<file path="config.mk">
export PLATFORM = sky130hd
export DESIGN_NAME = imem_fetch_unit
export DESIGN_NICKNAME = d
export VERILOG_FILES = /design/src/rtl/imem_fetch_unit.sv
export SDC_FILE = /design/constraint.sdc
export NUM_CORES = 1
export LEC_CHECK = 0
export CAP_MARGIN = 20
export CORE_UTILIZATION = 30
export CTS_CLUSTER_DIAMETER = 80
export DETAILED_ROUTE_END_ITERATION = 10
export PLACE_DENSITY = 0.59
export SETUP_SLACK_MARGIN = 0.5
export SYNTH_ARGS = -nofsm -noshare
export SYNTH_HDL_FRONTEND = slang
export SYNTH_SLANG_ARGS = --single-unit
</file>
<file path="constraint.sdc">
create_clock -name clock -period 2.65 [get_ports clock]
set_input_delay 0.53 -clock clock [delete_from_list [all_inputs] [get_ports clock]]
set_output_delay 0.53 -clock clock [all_outputs]
set_load 0.005 [all_outputs]
</file>
<file path="src/rtl/imem_fetch_unit.sv">
// Instruction fetch responder: issues PC addresses to a multi-cycle instruction
// memory and buffers returned words in a 2-entry queue. FETCH_BYPASS_EN adds a same-cycle ack-to-decode path.
module imem_fetch_unit (
    input  logic        clock,
    input  logic        reset,
    input  logic [11:0] pc_addr,
    input  logic        flush,
    input  logic        dec_stall,
    output logic        pc_stall,
    output logic        imem_req,
    output logic [11:0] imem_addr,
    input  logic        imem_ack,
    input  logic [31:0] imem_rdata,
    output logic        insn_valid,
    output logic [31:0] insn,
    output logic [11:0] insn_pc,
    output logic [1:0]  fetch_state
);

    typedef enum logic [1:0] {
        ST_IDLE = 2'd0,
        ST_WAIT = 2'd1,
        ST_DROP = 2'd2
    } state_t;

    // Handshake: imem_req rises with a new imem_addr and both hold until the
    // single-cycle imem_ack; a request is never withdrawn except by reset.
    state_t      state;
    logic [1:0]  count;
    logic        rd_ptr;
    logic        wr_ptr;
    logic [31:0] q_insn [2];
    logic [11:0] q_pc   [2];

    logic ack_wait;
    logic q_valid;
    logic bypass_hit;
    logic bypass_take;
    logic q_pop;
    logic q_push;
    logic room;
    logic capture;

    always_comb begin
        ack_wait = (state == ST_WAIT) && imem_ack;
        q_valid  = (count != 2'd0);
`ifdef FETCH_BYPASS_EN
        bypass_hit = ack_wait && !flush && (count == 2'd0);
`else
        bypass_hit = 1'b0;
`endif
        // A bypassed word that decode takes this cycle never occupies a slot.
        bypass_take = bypass_hit && !dec_stall;
        q_pop       = q_valid && !dec_stall && !flush;
        q_push      = ack_wait && !flush && !bypass_take;
        room        = ({1'b0, count} + {2'b00, q_push} + 3'd1) <= (3'd2 + {2'b00, q_pop});
        capture     = ((state == ST_IDLE) || ack_wait) && room && !flush;
        pc_stall    = reset || !(capture || flush);
    end

    assign insn_valid  = q_valid || bypass_hit;
    assign insn        = bypass_hit ? imem_rdata : q_insn[rd_ptr];
    assign insn_pc     = bypass_hit ? imem_addr  : q_pc[rd_ptr];
    assign fetch_state = state;

    always_ff @(posedge clock) begin
        if (reset) begin
            state     <= ST_IDLE;
            imem_req  <= 1'b0;
            imem_addr <= 12'd0;
            count     <= 2'd0;
            rd_ptr    <= 1'b0;
            wr_ptr    <= 1'b0;
            for (int i = 0; i < 2; i++) begin
                q_insn[i] <= 32'd0;
                q_pc[i]   <= 12'd0;
            end
        end else begin
            if (flush) begin
                count  <= 2'd0;
                rd_ptr <= 1'b0;
                wr_ptr <= 1'b0;
            end else begin
                if (q_push) begin
                    q_insn[wr_ptr] <= imem_rdata;
                    q_pc[wr_ptr]   <= imem_addr;
                    wr_ptr         <= ~wr_ptr;
                end
                if (q_pop) begin
                    rd_ptr <= ~rd_ptr;
                end
                count <= count + {1'b0, q_push} - {1'b0, q_pop};
            end

            case (state)
                ST_IDLE: begin
                    if (capture) begin
                        imem_addr <= pc_addr;
                        imem_req  <= 1'b1;
                        state     <= ST_WAIT;
                    end
                end
                ST_WAIT: begin
                    if (imem_ack) begin
                        if (capture) begin
                            imem_addr <= pc_addr;
                        end else begin
                            imem_req <= 1'b0;
                            state    <= ST_IDLE;
                        end
                    end else if (flush) begin
                        state <= ST_DROP;
                    end
                end
                ST_DROP: begin
                    // Wrong-path data: let the memory finish, then forget it.
                    if (imem_ack) begin
                        imem_req <= 1'b0;
                        state    <= ST_IDLE;
                    end
                end
                default: begin
                    imem_req <= 1'b0;
                    state    <= ST_IDLE;
                end
            endcase
        end
    end

endmodule
</file>
==> key figures <==
Status
  – Status: finished clean

Clock network
  – Hold_buf cts: 0
  – TritonCTS clock tree: yes
  – Cts bufs inserted: 9
  – Clock sink total: approximately 110
  – Maximum level of the CTS H-tree: 3
  – Worst-Skew Late Latency: about 0.34 ns
  – CTS clk-pin slew, worst paths: ~0.070 ns
  – CTS root buffer: clkbuf_16
  – Max Buffers Root-to-Sink: 2

Layout
  – Antenna diodes: 0
  – Design Area, Final: ~0.0071 mm^2
  – Non-filler instance count after layout: 720
  – Sequential cell area: roughly 0.0030 mm^2
  – Share of layout cells above drive strength 1: about 39%
  – Layout area overhead: 45.5%
  – Final net count: 553
  – Fillcell total: 1,459
  – Footprint of the multi-input gates: between 0.0015 and 0.002 mm^2
  – Finished Core Util: between 40 and 50%

Setup path
  – CP max stage delay: ~0.27 ns
  – Crit-path max FO: 2
  – Cells on worst reg2reg path: 10
  – Critical-path top delay cell: ha_4
  – Worst Setup Start Kind: input pin
  – Worst setup EP type: output pin
  – CP Cell Sequence: buf_2, nand3b_4, nand2b_4, ha_4, ha_4, nor3b_4, a211oi_2, o21bai_1, buf_2
  – CP arrival: just under 2 ns
  – Crit Path Category: in -> out
  – WP data required: between 2 and 2.5 ns

Logic synthesis
  – Post-Syn Instances: roughly 350
  – Syn. warnings: 0
  – Synth top area cells: edfxtp_1 54%, mux2_2 10%, and2_1 8.7%
  – Synth Flop Type: edfxtp_1
  – Register area share after synthesis: 62.4%
  – Syn Area/Cell: 14.1 um^2
  – Largest area contributor in the netlist: edfxtp_1
  – Cell Area, Synth: 0.00487 mm^2
  – Post-synth EDFFs: 88
  – Synth cell count leaders: 88 x edfxtp_1, 68 x and2_1, 44 x mux2_2, 26 x nand2b_1
  – Synth unique cells: 34
  – Share of the synthesized area in the top cell type: approximately 54%
  – Syn nets: roughly 400
  – Post-synthesis async set-or-reset flop share: 0%
  – Count leader, synth: edfxtp_1
  – Yosys reg bits: approximately 110

STA
  – Worst setup margin: 0.182 ns
  – RSZ-0062 raised after global routing: yes
  – Clock skew: 0.00425 ns
  – Final period utilization: slightly above 90%
  – Worst hold slack: 0.509 ns
  – Highest Clock Rate: around 0.41 GHz
  – TNS Setup: 0 ns
  – Tightest Pin Transition: about 0.45 ns
  – Normalized max-slew margin: a little over two thirds
  – Final Hold Fails: 0
  – Tmin final: approximately 2.5 ns
  – Fin. max-slew vios: 0
  – # setup viols final: 0

Power and ir drop
  – Pleak: roughly 2.8 nW
  – Peak supply drop: roughly 0.00028 V
  – Total chip power: between 3 and 4 mW
  – Power per standard cell area: roughly 510 mW/mm^2

Floorplanning
  – Die area: between 0.015 and 0.02 mm^2
  – Die Wd: between 100 and 150 um
  – Row cnt: 46
  – Ports: 110
  – Initial Utilization: between 30 and 40%
  – Core footprint: 0.0159 mm^2
  – Chip Height: 129 um

Routing
  – Drt drc: 0
  – TritonRoute pass-1 iters: 4
  – Total wire length: roughly 11,000 um
  – Vias/cell: 4.30
  – Iter 0 DRT Violations: ~140
  – Wire per inst: ~16 um
  – Vias: ~3,100
  – Antenna-violating nets left: 0

Placed design
  – Port buffer count: approximately 110
  – DP Area: between 0.006 and 0.007 mm^2
  – Dpl cells: 670
  – GPL Wtd Cong: 0.778
  – HPWL after DPL: between 6000 and 7000 um
  – Worst slack at placement: -0.576 ns

Global routing
  – Vias in the first global route: roughly 3,200
  – GRT Util Overall: between 10% and 20%
  – First-pass GRT wire length: 17,300 um
  – Largest net degree at the start of global routing: between 40 and 50
  – Grt total ovfl: 0
  – Initial antenna violation count: 0

Hold path
  – Hold Path Stages: 2
  – Hold/Removal Path Class: reg -> reg

Run
  – Max_cap viols: 0
-- cells in the final DEF (no fill, tap or decap), types with 3 or more instances in the layout --
master	netlist	layout
a21oi_1	3	3
and2_1	68	68
and2_2	20	20
buf_12	0	8
buf_16	0	5
buf_2	2	16
buf_4	0	25
buf_6	1	19
clkbuf_1	11	3
clkbuf_16	0	10
clkbuf_2	4	23
clkbuf_8	0	3
clkdlybuf4s50_1	0	61
dfxtp_1	20	18
edfxtp_1	88	88
ha_4	0	3
inv_1	6	5
mux2_2	44	35
mux2_4	0	9
mux2i_1	12	10
nand2b_1	26	24
nor3_1	4	4
nor3b_1	5	4
-- flip-flops by register name (all words and copies together), names as in the netlist, named ones only --
register,flops
count,2
q_pc,24
wr_ptr,1
imem_addr,12
imem_req,1
q_insn,64
fetch_state,2
rd_ptr,1
-- routing by layer --
layer / track usage (%) / wire length, um / up-vias
met2: 24.0 / 5410 / 75
met1: 17.3 / 5080 / 1489
met5: 0 / 0 / -
met3: 3.88 / 664 / 10
met4: 4.65 / 133 / 0
li1: - / - / 1520
-- cell families after synthesis --
group	count (synthesis)	synth area share, %
xor gates and xnor gates	2	0.360
adders and majority gates	5	1.28
buffers and inverters	26	2.31
muxes	56	12.6
and+or+nand+nor	137	19.0
DFF	108	62.4
AOI/OAI and AO/OA	11	1.95
-- worst max-delay path: cells and delay by family --
kind / cells / cell delay, ns
simple gates: 3 / 0.50
fa+ha+maj: 2 / 0.47
buf+inv: 2 / 0.23
compound gates: 2 / 0.20
-- repair_timing --
action / 4_1_cts / 5_1_grt
gates resized for setup: 125 / 82
setup buffers: 17 / 10
setup endpoints to repair: 59 / 47
cloned: 7 / 0
pin swaps: 8 / 2
-- area by class of cell --
cell class,count,share of cell area [%]
inverter,6,0.353
clock buffer,15,3.92
timing repair buffer,163,22.7
tap,216,3.81
multi-input combinational,211,26.1
sequential,108,43.0
clock inverter,1,0.106
-- power breakdown --
part	internal [mW]	total, mW	switching, mW
combinational	0.234	0.384	0.150
clock	0.717	1.30	0.579
sequential	1.90	1.93	0.0318
-- worst paths after layout --
| path | start | to | slack (ns) |
|---|---|---|---|
| worst max register to register | fetch_state[0] | imem_addr[8] | 0.46 |
| worst min-delay path | imem_addr[0] | imem_addr[0] | 0.51 |
| worst min register to register | imem_addr[0] | imem_addr[0] | 0.51 |
| worst max-delay path | flush | pc_stall | 0.18 |
No activity file was read; power rests on OpenSTA's default activity.
==> patch, RTL diff (config.mk and constraints unchanged) <==
Reset style: asynchronous (`reset`), changed in one clocked block.
--- a/src/rtl/imem_fetch_unit.sv
+++ b/src/rtl/imem_fetch_unit.sv
@@ -65,3 +65,3 @@
 
-    always_ff @(posedge clock) begin
+    always_ff @(posedge clock or posedge reset) begin
         if (reset) begin
Check against the original RTL: differs if reset is asserted again (counterexample within 4 cycles, from zero or initial values and one cycle with reset high); with reset held inactive, the same outputs for 4 cycles.
==> patch against the unedited design <==
- cell area is 1.5% higher
- setup slack worse by 0.11 ns
- routed wire length is 3.7% lower
- hold slack worse by 0.025 ns
- critical path depth is 1 lower
- sequential cell count is 1 lower
- area after synthesis is 2.7% lower
Power is not compared: it rests on default switching activity, and its combinational part moved more than twofold at a synthesized area within 25%.
==> patch: results (changes against the unedited design) <==
RUN STATUS
--------------------------------------------------------------------------------
Status                                                                 completed

TIMING
--------------------------------------------------------------------------------
Slew Limit Headroom                                                        0.603   -0.0942
Fin Clk Skew                                                          0.00682 ns   +0.00257 ns
Min Hold Slack                                                          0.485 ns   -0.0245 ns

SYNTH
--------------------------------------------------------------------------------
Top FF cell, synth                                                  sky130_fd_sc_hd__dfrtp_1
Compound-Gate Fraction of Synth Area                                      0.0116   -0.00790
Synth top area cells                                                sky130_fd_sc_hd__dfrtp_1, sky130_fd_sc_hd__mux2_2, sky130_fd_sc_hd__mux2_1
Syn_nets                                                                     363   -9.0%
Mux contribution to synthesized area                                       0.344   +0.218
Most numerous cell types in the synthesized netlist                 sky130_fd_sc_hd__dfrtp_1, sky130_fd_sc_hd__mux2_2, sky130_fd_sc_hd__mux2_1
Synthesized netlist cell count                                               309   -10%
Fraction of the yosys area taken by sequential cells                       0.565   -0.0597
Share of async-settable or async-resettable flops after synthesis           1.00   +1.00
Share of the synthesized netlist area taken by xor and xnor gates        0.00554   +0.00195
Synth unique cells                                                            30   -12%
Adder and majority cell fraction of the synthesized area                  0.0132   +0.000356

ROUTE
--------------------------------------------------------------------------------
Detail-routed via count per cell                                            4.55   +5.8%
Initial DRC count                                                             67   -51%
Wire length per cell after detailed routing                              16.1 um   +2.7%
Routed vias                                                                 3068   -0.84%

CRITICAL PATH
--------------------------------------------------------------------------------
Max stage delay on crit path                                             0.39 ns   +0.12 ns
Worst path top cell family by delay                                 buffers and inverters
Worst R2R End                                                       imem_addr[6]
Register-to-register setup slack                                         0.26 ns   -0.20 ns
Worst-path cell with the longest stage delay                        sky130_fd_sc_hd__clkdlybuf4s50_1
Origin of the critical flop-to-flop path                            fetch_state[1]

PLACED DESIGN
--------------------------------------------------------------------------------
Post-placement worst setup slack                                       -0.603 ns   -0.0271 ns
Inst Count DP                                                                632   -5.7%
Post-detailed-placement cell area                                   0.00629 sq mm   -2.1%
HPWL after DPL                                                           6570 um   +3.1%
Final weighted congestion in routability-driven placement                  0.763   -1.9%

FINISH
--------------------------------------------------------------------------------
Fraction of final layout cells with drive strength greater than 1          0.466   +0.0707
Final Net Count                                                              513   -7.2%
Layout Utilization                                                         0.470   +0.0237
Number of diodes added for antenna fixing                                      0   unchanged

GRT
--------------------------------------------------------------------------------
Via count of the first global-routing pass                                  3254   +0.18%
GRT Util Overall                                                           0.140   -0.00140
Maximum number of pins on one net before global-route repair                  65   +44%

MIN PATH
--------------------------------------------------------------------------------
Number of stages on the worst hold path                                        1   -1
Endpoint with the worst hold slack                                    q_insn[63]
Launch point of the worst hold path                                   q_insn[63]

CTS
--------------------------------------------------------------------------------
Number of setup buffers added after CTS                                       14   -3
Total CTS buffers                                                              9   unchanged

[patch: cell count changes after synthesis, moves of 5 or more]
cell and change:
sky130_fd_sc_hd__mux2_2 +38, sky130_fd_sc_hd__nand2b_1 -26, sky130_fd_sc_hd__dfxtp_1 -20, sky130_fd_sc_hd__mux2i_1 -12, sky130_fd_sc_hd__nor3b_1 -5, sky130_fd_sc_hd__mux2_1 +63, sky130_fd_sc_hd__buf_2 +6, sky130_fd_sc_hd__edfxtp_1 -88
sky130_fd_sc_hd__dfrtp_1 +107, sky130_fd_sc_hd__clkbuf_1 -11, sky130_fd_sc_hd__and2_1 -68, sky130_fd_sc_hd__and2_2 -20
[patch: layout make-up]
| class | instances | area [sq um] |
|---|---|---|
| inverter | 5 | 22.5 |
| clock buffer | 9 | 225 |
| sequential | 107 | 2680 |
| multi-input combinational | 181 | 2210 |
| tap | 211 | 264 |
| fill | 1361 | 8120 |
| timing repair buffer | 155 | 1730 |
| clock inverter | 7 | 67.6 |
[patch: how the worst max path moves through the flow]
stage | end | cells past startpoint | start | slack [ns]
finish | pc_stall | 8 | dec_stall | 0.07
global route | pc_stall | 7 | fetch_state[1] | -0.02
CTS | pc_stall | 8 | fetch_state[1] | 0.03
detailed placement | pc_stall | 8 | flush | -0.60
global placement | pc_stall | 8 | flush | -0.51
floorplan | pc_stall | 2 | reset | -0.25
[patch: worst reg2reg max path, delay by kind of cell, from the launching register on]
family	cells	cell delay, ns
adder cells (fa/ha/maj)	2	0.54
buffers and inverters	4	0.58
flip-flops	1	0.39
multiplexers	1	0.30
AND/OR/NAND/NOR	3	0.47
[patch: routing by layer]
metal | GRT usage | wire [um]
met4 | 0.0394 | 126
met3 | 0.0384 | 536
met5 | 0 | 0
met2 | 0.221 | 5150
met1 | 0.188 | 5060
